[config.mk]
export PLATFORM = sky130hd
export DESIGN_NAME = scr1_dmem_arbiter
export DESIGN_NICKNAME = d
export VERILOG_FILES = /design/src/rtl/scr1_dmem_arbiter.sv
export SDC_FILE = /design/constraint.sdc
export NUM_CORES = 1
export LEC_CHECK = 0
export CAP_MARGIN = 20
export CORE_AREA = 2 2 122 124
export DETAILED_ROUTE_END_ITERATION = 8
export DIE_AREA = 0 0 124 126
export GPL_TIMING_DRIVEN = 0
export SETUP_SLACK_MARGIN = 0.2
export SLEW_MARGIN = 10
export SYNTH_ARGS = -nofsm -noshare
export SYNTH_HDL_FRONTEND = slang
export SYNTH_SLANG_ARGS = --single-unit
[constraint.sdc]
create_clock -name clk -period 5.38 [get_ports clk]
set_input_delay 1.076 -clock clk [delete_from_list [all_inputs] [get_ports clk]]
set_output_delay 1.076 -clock clk [all_outputs]
set_load 0.02 [all_outputs]
[src/rtl/scr1_dmem_arbiter.sv]
// ---------------------------------------------------------------------------
// scr1_dmem_arbiter
//
// Shares the data-memory router's core-side port between the SCR1 core and
// the RLWE accelerator. Only one transaction is outstanding at a time. The
// core has priority, but after RLWE_MAX_WAIT consecutive core grants with an
// RLWE request waiting, the RLWE engine is granted once. The grant is held
// through a stalled address phase, and the response goes only to the
// requester that owns the transaction.
//
// The package at the top of this file carries the SCR1 memory-interface
// types and encodings, so the block is self-contained.
//
// Ports:
//   clk, rst_n          clock, asynchronous active-low reset
//   core_dmem_*         core data port (req/cmd/width/addr/wdata in,
//                       req_ack/rdata/resp out)
//   rlwe_dmem_*         RLWE data port, same signals and directions as core
//   dmem_*              single master port towards the router
//                       (req/cmd/width/addr/wdata out,
//                       req_ack/rdata/resp in)
//   arb_owner           owner of current/last transaction (0 core, 1 RLWE)
//   arb_busy            transaction outstanding (FSM in DATA)
// ---------------------------------------------------------------------------

package scr1_dmem_arb_pkg;
  localparam int SCR1_DMEM_AWIDTH = 32;
  localparam int SCR1_DMEM_DWIDTH = 32;

  typedef logic [SCR1_DMEM_DWIDTH-1:0] type_vector;

  typedef enum logic {
    SCR1_MEM_CMD_RD = 1'b0,
    SCR1_MEM_CMD_WR = 1'b1
  } type_scr1_mem_cmd_e;

  typedef enum logic [1:0] {
    SCR1_MEM_WIDTH_BYTE  = 2'b00,
    SCR1_MEM_WIDTH_HWORD = 2'b01,
    SCR1_MEM_WIDTH_WORD  = 2'b10
  } type_scr1_mem_width_e;

  typedef enum logic [1:0] {
    SCR1_MEM_RESP_NOTRDY = 2'b00,
    SCR1_MEM_RESP_RDY_OK = 2'b01,
    SCR1_MEM_RESP_RDY_ER = 2'b10
  } type_scr1_mem_resp_e;
endpackage

module scr1_dmem_arbiter
  import scr1_dmem_arb_pkg::*;
#(
  parameter int RLWE_MAX_WAIT = 4,
  parameter int CNT_W         = 8
) (
  input  logic                        clk,
  input  logic                        rst_n,

  input  logic                        core_dmem_req,
  input  type_scr1_mem_cmd_e          core_dmem_cmd,
  input  type_scr1_mem_width_e        core_dmem_width,
  input  logic [SCR1_DMEM_AWIDTH-1:0] core_dmem_addr,
  input  type_vector                  core_dmem_wdata,
  output logic                        core_dmem_req_ack,
  output type_vector                  core_dmem_rdata,
  output type_scr1_mem_resp_e         core_dmem_resp,

  input  logic                        rlwe_dmem_req,
  input  type_scr1_mem_cmd_e          rlwe_dmem_cmd,
  input  type_scr1_mem_width_e        rlwe_dmem_width,
  input  logic [SCR1_DMEM_AWIDTH-1:0] rlwe_dmem_addr,
  input  type_vector                  rlwe_dmem_wdata,
  output logic                        rlwe_dmem_req_ack,
  output type_vector                  rlwe_dmem_rdata,
  output type_scr1_mem_resp_e         rlwe_dmem_resp,

  output logic                        dmem_req,
  output type_scr1_mem_cmd_e          dmem_cmd,
  output type_scr1_mem_width_e        dmem_width,
  output logic [SCR1_DMEM_AWIDTH-1:0] dmem_addr,
  output type_vector                  dmem_wdata,
  input  logic                        dmem_req_ack,
  input  type_vector                  dmem_rdata,
  input  type_scr1_mem_resp_e         dmem_resp,

  output logic                        arb_owner,
  output logic                        arb_busy
);

  typedef enum logic {
    ST_ADDR = 1'b0,
    ST_DATA = 1'b1
  } state_e;

  localparam logic [CNT_W-1:0] MAX_WAIT = CNT_W'(RLWE_MAX_WAIT);
  localparam bit               GUARD_EN = (RLWE_MAX_WAIT != 0);

  state_e           fsm;
  logic             owner_r;
  logic             lock_v;
  logic             lock_sel;
  logic [CNT_W-1:0] starve_cnt;

  logic             arb_en;
  logic             guard_hit;
  logic             sel_rlwe;
  logic             accept;

  // Arbitration is open in ADDR, and in DATA only on the RDY_OK cycle so a
  // new request can be issued back-to-back with the completing one.
  always_comb begin
    arb_en    = (fsm == ST_ADDR) || (dmem_resp == SCR1_MEM_RESP_RDY_OK);
    guard_hit = GUARD_EN && (starve_cnt == MAX_WAIT) &&
                core_dmem_req && rlwe_dmem_req;
    // A stalled address phase keeps its requester even if the other side
    // would now win, so the router never sees the request change under it.
    if (lock_v)             sel_rlwe = lock_sel;
    else if (guard_hit)     sel_rlwe = 1'b1;
    else if (core_dmem_req) sel_rlwe = 1'b0;
    else if (rlwe_dmem_req) sel_rlwe = 1'b1;
    else                    sel_rlwe = 1'b0;
  end

  assign dmem_req   = arb_en & (sel_rlwe ? rlwe_dmem_req : core_dmem_req);
  assign dmem_cmd   = sel_rlwe ? rlwe_dmem_cmd   : core_dmem_cmd;
  assign dmem_width = sel_rlwe ? rlwe_dmem_width : core_dmem_width;
  assign dmem_addr  = sel_rlwe ? rlwe_dmem_addr  : core_dmem_addr;
  assign dmem_wdata = sel_rlwe ? rlwe_dmem_wdata : core_dmem_wdata;

  assign accept = dmem_req & dmem_req_ack;

  // The router's ack is only forwarded while a request is actually driven,
  // and never to the requester that is not selected.
  assign core_dmem_req_ack = dmem_req & ~sel_rlwe & dmem_req_ack;
  assign rlwe_dmem_req_ack = dmem_req &  sel_rlwe & dmem_req_ack;

  always_comb begin
    core_dmem_rdata = '0;
    core_dmem_resp  = SCR1_MEM_RESP_NOTRDY;
    rlwe_dmem_rdata = '0;
    rlwe_dmem_resp  = SCR1_MEM_RESP_NOTRDY;
    if (fsm == ST_DATA) begin
      if (owner_r) begin
        rlwe_dmem_rdata = dmem_rdata;
        rlwe_dmem_resp  = dmem_resp;
      end else begin
        core_dmem_rdata = dmem_rdata;
        core_dmem_resp  = dmem_resp;
      end
    end
  end

  assign arb_owner = owner_r;
  assign arb_busy  = (fsm == ST_DATA);

  always_ff @(posedge clk or negedge rst_n) begin
    if (!rst_n) begin
      fsm        <= ST_ADDR;
      owner_r    <= 1'b0;
      lock_v     <= 1'b0;
      lock_sel   <= 1'b0;
      starve_cnt <= '0;
    end else begin
      case (fsm)
        ST_ADDR: begin
          if (accept) begin
            fsm     <= ST_DATA;
            owner_r <= sel_rlwe;
          end
        end
        ST_DATA: begin
          case (dmem_resp)
            SCR1_MEM_RESP_RDY_OK: begin
              if (accept) owner_r <= sel_rlwe;
              else        fsm     <= ST_ADDR;
            end
            SCR1_MEM_RESP_RDY_ER: fsm <= ST_ADDR;
            default: ;
          endcase
        end
        default: fsm <= ST_ADDR;
      endcase

      // Lock is re-evaluated every arbitration cycle: it is set by a stalled
      // request and drops on accept or when the locked requester withdraws.
      if (arb_en) begin
        lock_v <= dmem_req & ~dmem_req_ack;
        if (dmem_req & ~dmem_req_ack) lock_sel <= sel_rlwe;
      end

      if (!rlwe_dmem_req || (accept && sel_rlwe))
        starve_cnt <= '0;
      else if (accept && !sel_rlwe && (starve_cnt != MAX_WAIT))
        starve_cnt <= starve_cnt + CNT_W'(1);
    end
  end

endmodule

* Yosys cells after proc, flatten, opt, wreduce, memory -nomap -nowiden *
Index checks and enable logic that the tools add are counted.

word-level totals
  bits in registers = 12
  input bits = 173
  output and inout port bits = 140
  word-level logic and storage cells = 57

operators by class
  add/subtract/negate cells = 1
  equal/unequal tests = 5
  mux-type cells = 25
  bitwise gates (word level) = 10
  reductions and logical operators = 11

operators with widths
  kind                                                                    number
  32-bit 2-to-1 mux                                                       6
  8-bit 2-to-1 mux                                                        2
  2-bit 2-to-1 mux                                                        5
  1-bit 2-to-1 mux                                                        9
  8-bit by 1-bit adder with 8-bit output (second input constant)          1
  8-bit by 3-bit equality test with 1-bit output (second input constant)  1
  8-bit by 3-bit != test with 1-bit output (second input constant)        1
  1-bit bitwise AND                                                       7
  1-bit one-hot mux with 2 select lines                                   3
  1-bit logical AND                                                       5
  1-bit inverter                                                          3
  2-bit by 1-bit equality test with 1-bit output (second input constant)  1
  2-bit equality test (second input constant)                             1
  1-bit zero test                                                         2
  1-bit logical OR                                                        2
  2-bit by 1-bit != test with 1-bit output (second input constant)        1
  2-bit AND reduction                                                     1
  2-bit nonzero test                                                      1

* Longest topological paths before layout *
Gate-level depths: netlist (run 1).

  depth in word-level cells = 12
  depth in mapped cells = 7
  mapped depth without buffers = 6

* Worst setup path before layout (run 1) *
OpenSTA, ideal clock, no wires.

  path type = input port to output port
  from = in core_dmem_req
  to = out dmem_addr[0]
  arrival = 2.210 ns
  required time = 4.304 ns
  path slack = 2.094 ns
  stages on the path = 5
  path buffers = 1
  cell sequence = a21bo_4 -> a21oi_4 -> nor2_8 -> buf_6 -> mux2_1

between the ends
  longest elaborated chain between the ends = 5

RTL lines
  item                 line  source
  start, declared      59    input logic core_dmem_req,
  1-bit logical AND    113   guard_hit = GUARD_EN && (starve_cnt == MAX_WAIT) &&
  1-bit logical AND    114   core_dmem_req && rlwe_dmem_req;
  1-bit 2-to-1 mux *   118   else if (guard_hit) sel_rlwe = 1'b1;
  1-bit 2-to-1 mux *   117   if (lock_v) sel_rlwe = lock_sel;
  32-bit 2-to-1 mux *  127   assign dmem_addr = sel_rlwe ? rlwe_dmem_addr : core_dmem_addr;
  end, declared        80    output logic [SCR1_DMEM_AWIDTH-1:0] dmem_addr,

Every way passes the cells marked *; elsewhere a longest branch is shown, timed or not.

* Worst setup path in the final report (run 1) *
  from = in core_dmem_req
  to = out dmem_wdata[10]

between the ends
  longest elaborated chain between the ends = 5

RTL lines
  item                 line  source
  1-bit logical AND    113
  1-bit logical AND    114
  1-bit 2-to-1 mux *   118
  1-bit 2-to-1 mux *   117
  32-bit 2-to-1 mux *  128   assign dmem_wdata = sel_rlwe ? rlwe_dmem_wdata : core_dmem_wdata;
  end, declared        81    output type_vector dmem_wdata,

Marks and branches as above.

==> key figures, run 1 <==
Clock tree
  – Cts repair resizes: 0
  – Total CTS buffers: 3
  – Deepest clock path buffer count: 2
  – Hold_buf cts: 0
  – Clock Tree Root: clkbuf_16
  – CTS tree: built
  – H-tree depth: 1
  – Worst-skew pair later-pin latency: 0.24 ns
  – Postcts setup bufs: 0
  – Clk sinks: 12
  – CTS clock-pin slew for the worst setup and hold paths: 0.04 ns

Power and ir drop
  – Leak Pwr: 2.23 nW
  – Max VDD drop: 143 uV
  – Power Total: 1.60 mW
  – Power Density: 282 nW/um^2

Critical path
  – Slowest stage cell, crit path: clkdlybuf4s50_1
  – CP delay by family, top: buffers and inverters
  – Reg2Reg Setup Slack: 3.32 ns
  – Crit end category: output port
  – Worst EP required: 4.30 ns
  – Crit path cell chain: clkdlybuf4s50_1 -> a21bo_4 -> a21oi_4 -> nor2_8 -> buf_6 -> mux2_1 -> clkdlybuf4s50_1
  – Worst Setup Path Type: primary input to output port
  – Slowest stage delay, CP: 0.60 ns
  – Worst setup SP type: primary input
  – Most used cell, CP: clkdlybuf4s50_1
  – Crit-path max FO: 10
  – Critical path buffers and inverters: 3
  – WP data arrival: 3.42 ns

Synth
  – Synth Area in Simple Gates: 28.4%
  – Top post-synthesis cells by area: mux2_1, dfrtp_1, and2_1
  – Post-Syn Instances: 242
  – Share of the synthesized area in the top cell type: 32.7%
  – Synth Warn #: 0
  – Main combinational cell family by area after synthesis: multiplexers
  – Average cell area after synthesis: 9.24 um^2
  – Complex-gate fraction of the synthesized area: 13.7%
  – Post-synthesis instance area: 2240 um^2
  – Yosys reg bits: 12
  – Synth cell types: 49
  – Post-Synth XOR/XNOR Area: 0%
  – Seq/Total Area, Yosys: 13.4%
  – Synth Area in Adders: 1.12%
  – Syn_nets: 417
  – Synth area leader: mux2_1
  – Mux share of post-synthesis cell area: 36.1%

GRT
  – Overall Global Routing Usage: 15.3%
  – Vias in the first global route: 3455
  – GR peak layer: met2
  – Met3 usage in global routing: 4.39%
  – Met2 Use GR: 31.2%
  – Initial antenna violation count: 1
  – First-pass GRT wire length: 18500 um
  – Met1 Track Usage GR: 15.3%
  – Largest net degree at the start of global routing: 13
  – GRT overflow: 0

Final layout
  – Synth-to-layout area growth: 153%
  – Area of the multi-input gates: 1770 um^2
  – Filler cell count: 1403
  – Seq. cell area: 300 um^2
  – Nets: 734
  – Layout cells sized above 1: 6.10%
  – Most common cell after layout, fill and taps aside: clkdlybuf4s50_1
  – Fin util: 39.6%
  – Commonest non-fill, non-tap cells in the layout: clkdlybuf4s50_1, mux2_1, and2_1, and3_1

Timing
  – RSZ-0062 raised after global routing: no
  – Final setup vio count: 0
  – F_max: 222 MHz
  – Skew final: 0.000304 ns
  – Final period util: 83.6%
  – Minimum clock period: 4.50 ns
  – Final slew viol count: 0
  – Slew Limit Headroom: 59.6%
  – Setup TNS: 0 ns
  – Final hold violation count: 0
  – Tightest Pin Transition: 0.604 ns

Floorplan
  – Chip height: 126 um
  – Core ar.: 14300 um^2
  – Die Width: 124 um
  – Io pins: 313
  – Initial Util: 15.6%
  – Row cnt: 44
  – DIE AREA: 15600 um^2

Status
  – Status: finished, final reports clean

Detailed routing
  – Vias per cell: 4.40
  – Via count: 3263
  – Drt wl/cell: 17.6 um
  – DRT iter0 DRCs: 91
  – Drt pass-1 iters: 4
  – Number of remaining DRC errors: 0
  – DRT antenna net count: 0
  – Final wirelength: 13000 um

Flow run
  – Max Cap Viol: 0

Hold path
  – Worst Hold Class: register to register

Place
  – I/O Buffers: 312
  – Global placement routability congestion: 0.847
  – Final HPWL DP: 11300 um
per-layer routing:
metal | part of all wire [%] | wire length [um]
met1 | 34 | 4460
met2 | 53 | 6960
met3 | 12 | 1510
met4 | 0.83 | 108
met5 | 0 | 0
layout make-up:
class | instances | share of cell area [%]
clock buffers | 3 | 1.32
repair buffers | 312 | 55.1
multi-input cells | 205 | 31.3
well taps | 184 | 4.06
inverters | 4 | 0.265
plain buffers | 21 | 2.63
diodes | 1 | 0.0442
flip-flops and latches | 12 | 5.30
logic make-up (layout without fill, tap and decap cells):
family | count (synthesis) | count (layout)
flip-flops | 12 | 12
adder cells (fa/ha/maj) | 2 | 2
other | 0 | 1
AO/OA/AOI/OAI | 32 | 32
buffers and inverters | 25 | 340
multiplexers | 70 | 70
AND/OR/NAND/NOR | 101 | 101
registers in the layout (all words and copies together), names as in the netlist:
signal      count
lock_sel        1
arb_busy        1
lock_v          1
starve_cnt      8
arb_owner       1
synth_stat cells, drive strengths merged:
library cell  instances
and2                 35
a32o                  1
a21oi                 3
nor3                  1
a21bo                 1
a31o                  1
ha                    2
and2b                 1
nor2                  3
o311ai                1
nand3                 2
nor3b                 1
nor4                  3
a31oi                 2
or3                   1
inv                   4
and3                 34
or4bb                 1
o21ai                 2
o221ai                3
and4bb                1
a221oi                1
nand2                12
nand4b                1
mux2                 69
a211oi                1
or2b                  1
or2                   1
a21boi                1
nand2b                1
mux2i                 1
buf                  11
o211ai                5
o2111ai               3
a41o                  2
o21bai                2
o41ai                 2
o2bb2ai               1
and3b                 1
nor2b                 1
clkbuf               10
dfrtp                12
per-stage QoR:
step           cell area [um^2]  hold WS [ns]  std cells  setup WS (ns)
3_5_place_dp               5590         0.547        738          0.886
6_report                   5670         0.555        742          0.881
5_1_grt                    5670         0.595        742          0.820
3_3_place_gp               5590         0.533        738          0.897
4_1_cts                    5660         0.557        741          0.874
2_1_floorplan              2240         0.503        242           2.09
final timing paths:
kind                                            from                        end  cells past startpoint
max reg2reg                starve_cnt[0]$_DFFE_PN0P_  starve_cnt[0]$_DFFE_PN0P_                      6
min                        starve_cnt[1]$_DFFE_PN0P_  starve_cnt[1]$_DFFE_PN0P_                      1
min in group asynchronous                      rst_n  starve_cnt[3]$_DFFE_PN0P_                      1
max in group asynchronous                      rst_n         lock_v$_DFFE_PN0P_                      1
min reg2reg                starve_cnt[1]$_DFFE_PN0P_  starve_cnt[1]$_DFFE_PN0P_                      1
max                                    core_dmem_req             dmem_wdata[10]                      7
worst reg2reg max path, delay by kind of cell, from the launching register on:
| family | cells | cell delay [ns] |
|---|---|---|
| simple gates | 2 | 0.66 |
| compound gates | 2 | 0.63 |
| flops | 1 | 0.42 |
| fa+ha+maj | 1 | 0.16 |
| buf+inv | 1 | 0.08 |
report_power, final:
| group | total (mW) | internal [mW] | leakage, nW | switching (mW) |
|---|---|---|---|---|
| sequential | 0.138 | 0.105 | 0.162 | 0.0326 |
| combinational | 1.32 | 0.673 | 2.03 | 0.651 |
| clock | 0.136 | 0.0969 | 0.0370 | 0.0388 |
| total | 1.60 | 0.875 | 2.23 | 0.722 |
No activity file was read; power rests on OpenSTA's default activity.
==> run 2, diff against run 1 <==
--- a/config.mk
+++ b/config.mk
@@ -6,9 +6,9 @@
 export NUM_CORES = 1
 export LEC_CHECK = 0
 export CAP_MARGIN = 20
-export CORE_AREA = 2 2 122 124
+export CORE_AREA = 2 2 120 122
 export DETAILED_ROUTE_END_ITERATION = 8
-export DIE_AREA = 0 0 124 126
+export DIE_AREA = 0 0 122 124
 export GPL_TIMING_DRIVEN = 0
 export SETUP_SLACK_MARGIN = 0.2
 export SLEW_MARGIN = 10
==> constraint.sdc (replaced) <==
create_clock -name clk -period 3.9 [get_ports clk]
set_input_delay 0.78 -clock clk [delete_from_list [all_inputs] [get_ports clk]]
set_output_delay 0.78 -clock clk [all_outputs]
set_load 0.02 [all_outputs]
==> key figures, run 2 (synthesis results as in run 1) <==
Status
  – Status: finished, final reports clean

Detailed routing
  – DRT iter0 DRCs: 114 (+25%)
  – Drt wl/cell: 17.8 um (+1.2%)
  – Drt pass-1 iters: 4 (unchanged)
  – Vias per cell: 4.40 (unchanged)
  – DRT antenna net count: 0 (unchanged)
  – Number of remaining DRC errors: 0 (unchanged)
  – Via count: 3263 (unchanged)
  – Final wirelength: 13200 um (+1.2%)

GRT
  – GR peak layer: met2
  – Met1 Track Usage GR: 16.6% (+1.3 points)
  – Met3 usage in global routing: 6.32% (+1.9 points)
  – Initial antenna violation count: 5 (+4)
  – Vias in the first global route: 3376 (-2.3%)
  – Largest net degree at the start of global routing: 13 (unchanged)
  – First-pass GRT wire length: 19000 um (+3.0%)
  – GRT overflow: 0 (unchanged)
  – Overall Global Routing Usage: 16.4% (+1.1 points)
  – Met2 Use GR: 31.3% (+0.098 points)

Floorplan
  – Initial Util: 16.3% (+0.68 points)
  – Die Width: 122 um (-1.6%)
  – Row cnt: 43 (-2.3%)
  – DIE AREA: 15100 um^2 (-3.2%)
  – Core ar.: 13700 um^2 (-4.2%)
  – Chip height: 124 um (-1.6%)
  – Io pins: 313 (unchanged)

Critical path
  – Slowest stage delay, CP: 0.53 ns (-0.07 ns)
  – Cell count along the critical path: 7 (unchanged)
  – Worst EP required: 3.12 ns (-1.18 ns)
  – WP data arrival: 2.81 ns (-0.61 ns)
  – CP delay by family, top: buffers and inverters
  – Worst setup SP type: primary input
  – Crit path cell chain: clkdlybuf4s50_1 -> a21bo_4 -> a21oi_4 -> nor2_8 -> buf_6 -> mux2_1 -> dlygate4sd2_1
  – Crit-path max FO: 10 (unchanged)
  – Critical path buffers and inverters: 3 (unchanged)
  – FF-to-FF path depth: 6 (unchanged)
  – Worst Setup Path Type: primary input to output port
  – Slowest stage cell, crit path: clkdlybuf4s50_1
  – Crit end category: output port

Power and ir drop
  – Max VDD drop: 213 uV (+49%)
  – Leak Pwr: 2.50 nW (+12%)
  – Power Density: 381 nW/um^2 (+35%)

Timing
  – Final period util: 92.0%
  – Setup TNS: 0 ns (unchanged)
  – F_max: 279 MHz
  – Slew Limit Headroom: 59.9% (+0.30 points)
  – Tightest Pin Transition: 0.599 ns (-0.00448 ns)
  – Final slew viol count: 0 (unchanged)
  – Skew final: 0.00152 ns (+0.00122 ns)
  – Final setup vio count: 0 (unchanged)
  – Minimum clock period: 3.59 ns
  – RSZ-0062 raised after global routing: no
  – Final hold violation count: 0 (unchanged)

Final layout
  – Cell Count, Final, Fillers Out: 742 (unchanged)
  – Synth-to-layout area growth: 154%
  – Most common cell after layout, fill and taps aside: clkdlybuf4s50_1
  – Most flop-heavy register: starve_cnt
  – Layout cells sized above 1: 6.44% (+0.34 points)
  – Nets: 735 (+0.14%)
  – Commonest non-fill, non-tap cells in the layout: clkdlybuf4s50_1, mux2_1, dlygate4sd2_1, and2_1, and3_1
  – Max reg flops: 8 (unchanged)

Clock tree
  – H-tree depth: 1 (unchanged)
  – Clk sinks: 12 (unchanged)
  – CTS tree: built
  – CTS clock-pin slew for the worst setup and hold paths: 0.05 ns (about the same)
  – Total CTS buffers: 3 (unchanged)
  – Worst-skew pair later-pin latency: 0.24 ns (about the same)
  – Deepest clock path buffer count: 2 (unchanged)
  – Clock Tree Root: clkbuf_16

Flow run
  – Max Cap Viol: 0 (unchanged)

Hold path
  – Worst Hold Class: register to register
  – Worst hold stages: 1 (unchanged)

Place
  – Placed insts: 734 (-0.54%)
  – I/O Buffers: 312 (unchanged)
  – Final HPWL DP: 11400 um (+0.26%)
  – Global placement routability congestion: 0.953 (+13%)
==> run 2: changes by cell type in the layout (fill, tap and decap cells not counted), sizes merged <==
cell           delta
dlymetal6s2s     +21
dlygate4sd2      +46
buf               +1
clkdlybuf4s50    -67
clkbuf            +1
diode             +2
==> run 2: final cells by class <==
| class | count | area, um^2 |
|---|---|---|
| Antenna cell | 3 | 7.51 |
| Buffer | 21 | 149 |
| Clock buffer | 4 | 88.8 |
| Fill cell | 1342 | 8040 |
| Inverter | 4 | 15.0 |
| Multi-Input combinational cell | 205 | 1770 |
| Sequential cell | 12 | 300 |
| Tap cell | 180 | 225 |
| Timing Repair Buffer | 313 | 3130 |
==> run 2: worst paths after layout <==
check                                                from                   endpoint  slack (ns)
worst min register to register  starve_cnt[1]$_DFFE_PN0P_  starve_cnt[1]$_DFFE_PN0P_        0.55
worst min-delay path            starve_cnt[1]$_DFFE_PN0P_  starve_cnt[1]$_DFFE_PN0P_        0.55
max in group asynchronous                           rst_n  starve_cnt[7]$_DFFE_PN0P_        2.59
worst max-delay path                        core_dmem_req              dmem_wdata[9]        0.31
min in group asynchronous                           rst_n  starve_cnt[3]$_DFFE_PN0P_        0.92
worst max register to register  starve_cnt[0]$_DFFE_PN0P_  starve_cnt[0]$_DFFE_PN0P_        1.84
==> run 2: through the flow <==
stage	total power [mW]	cell area (um^2)	hold slack (ns)	util, %	setup WS, ns
2_1_floorplan	1.11	2240	0.484	-	1.21
3_3_place_gp	2.04	5580	0.529	40.7	-0.00735
3_5_place_dp	2.04	5580	0.539	40.7	-0.0167
4_1_cts	2.21	5620	0.548	41.0	0.200
5_1_grt	2.30	5680	0.569	41.4	0.213
6_report	2.16	5680	0.546	41.4	0.312
==> run 2: what timing repair did <==
item                                    CTS  global route
gates cloned                              0             0
endpoints found under the setup margin   68            21
buffers inserted                          1             0
gates resized for setup                  46            21
hold buffers                              0             0
==> run 2: power breakdown <==
| group | internal (mW) | switching (mW) | leakage (nW) |
|---|---|---|---|
| sequential | 0.145 | 0.0425 | 0.162 |
| combinational | 0.861 | 0.900 | 2.30 |
| clock | 0.155 | 0.0584 | 0.0442 |
==> run 2: routing by layer <==
layer	up-vias	wire [um]
met4	4	251
met2	217	6730
met1	1483	4600
li1	1541	-
met5	-	23
met3	18	1590
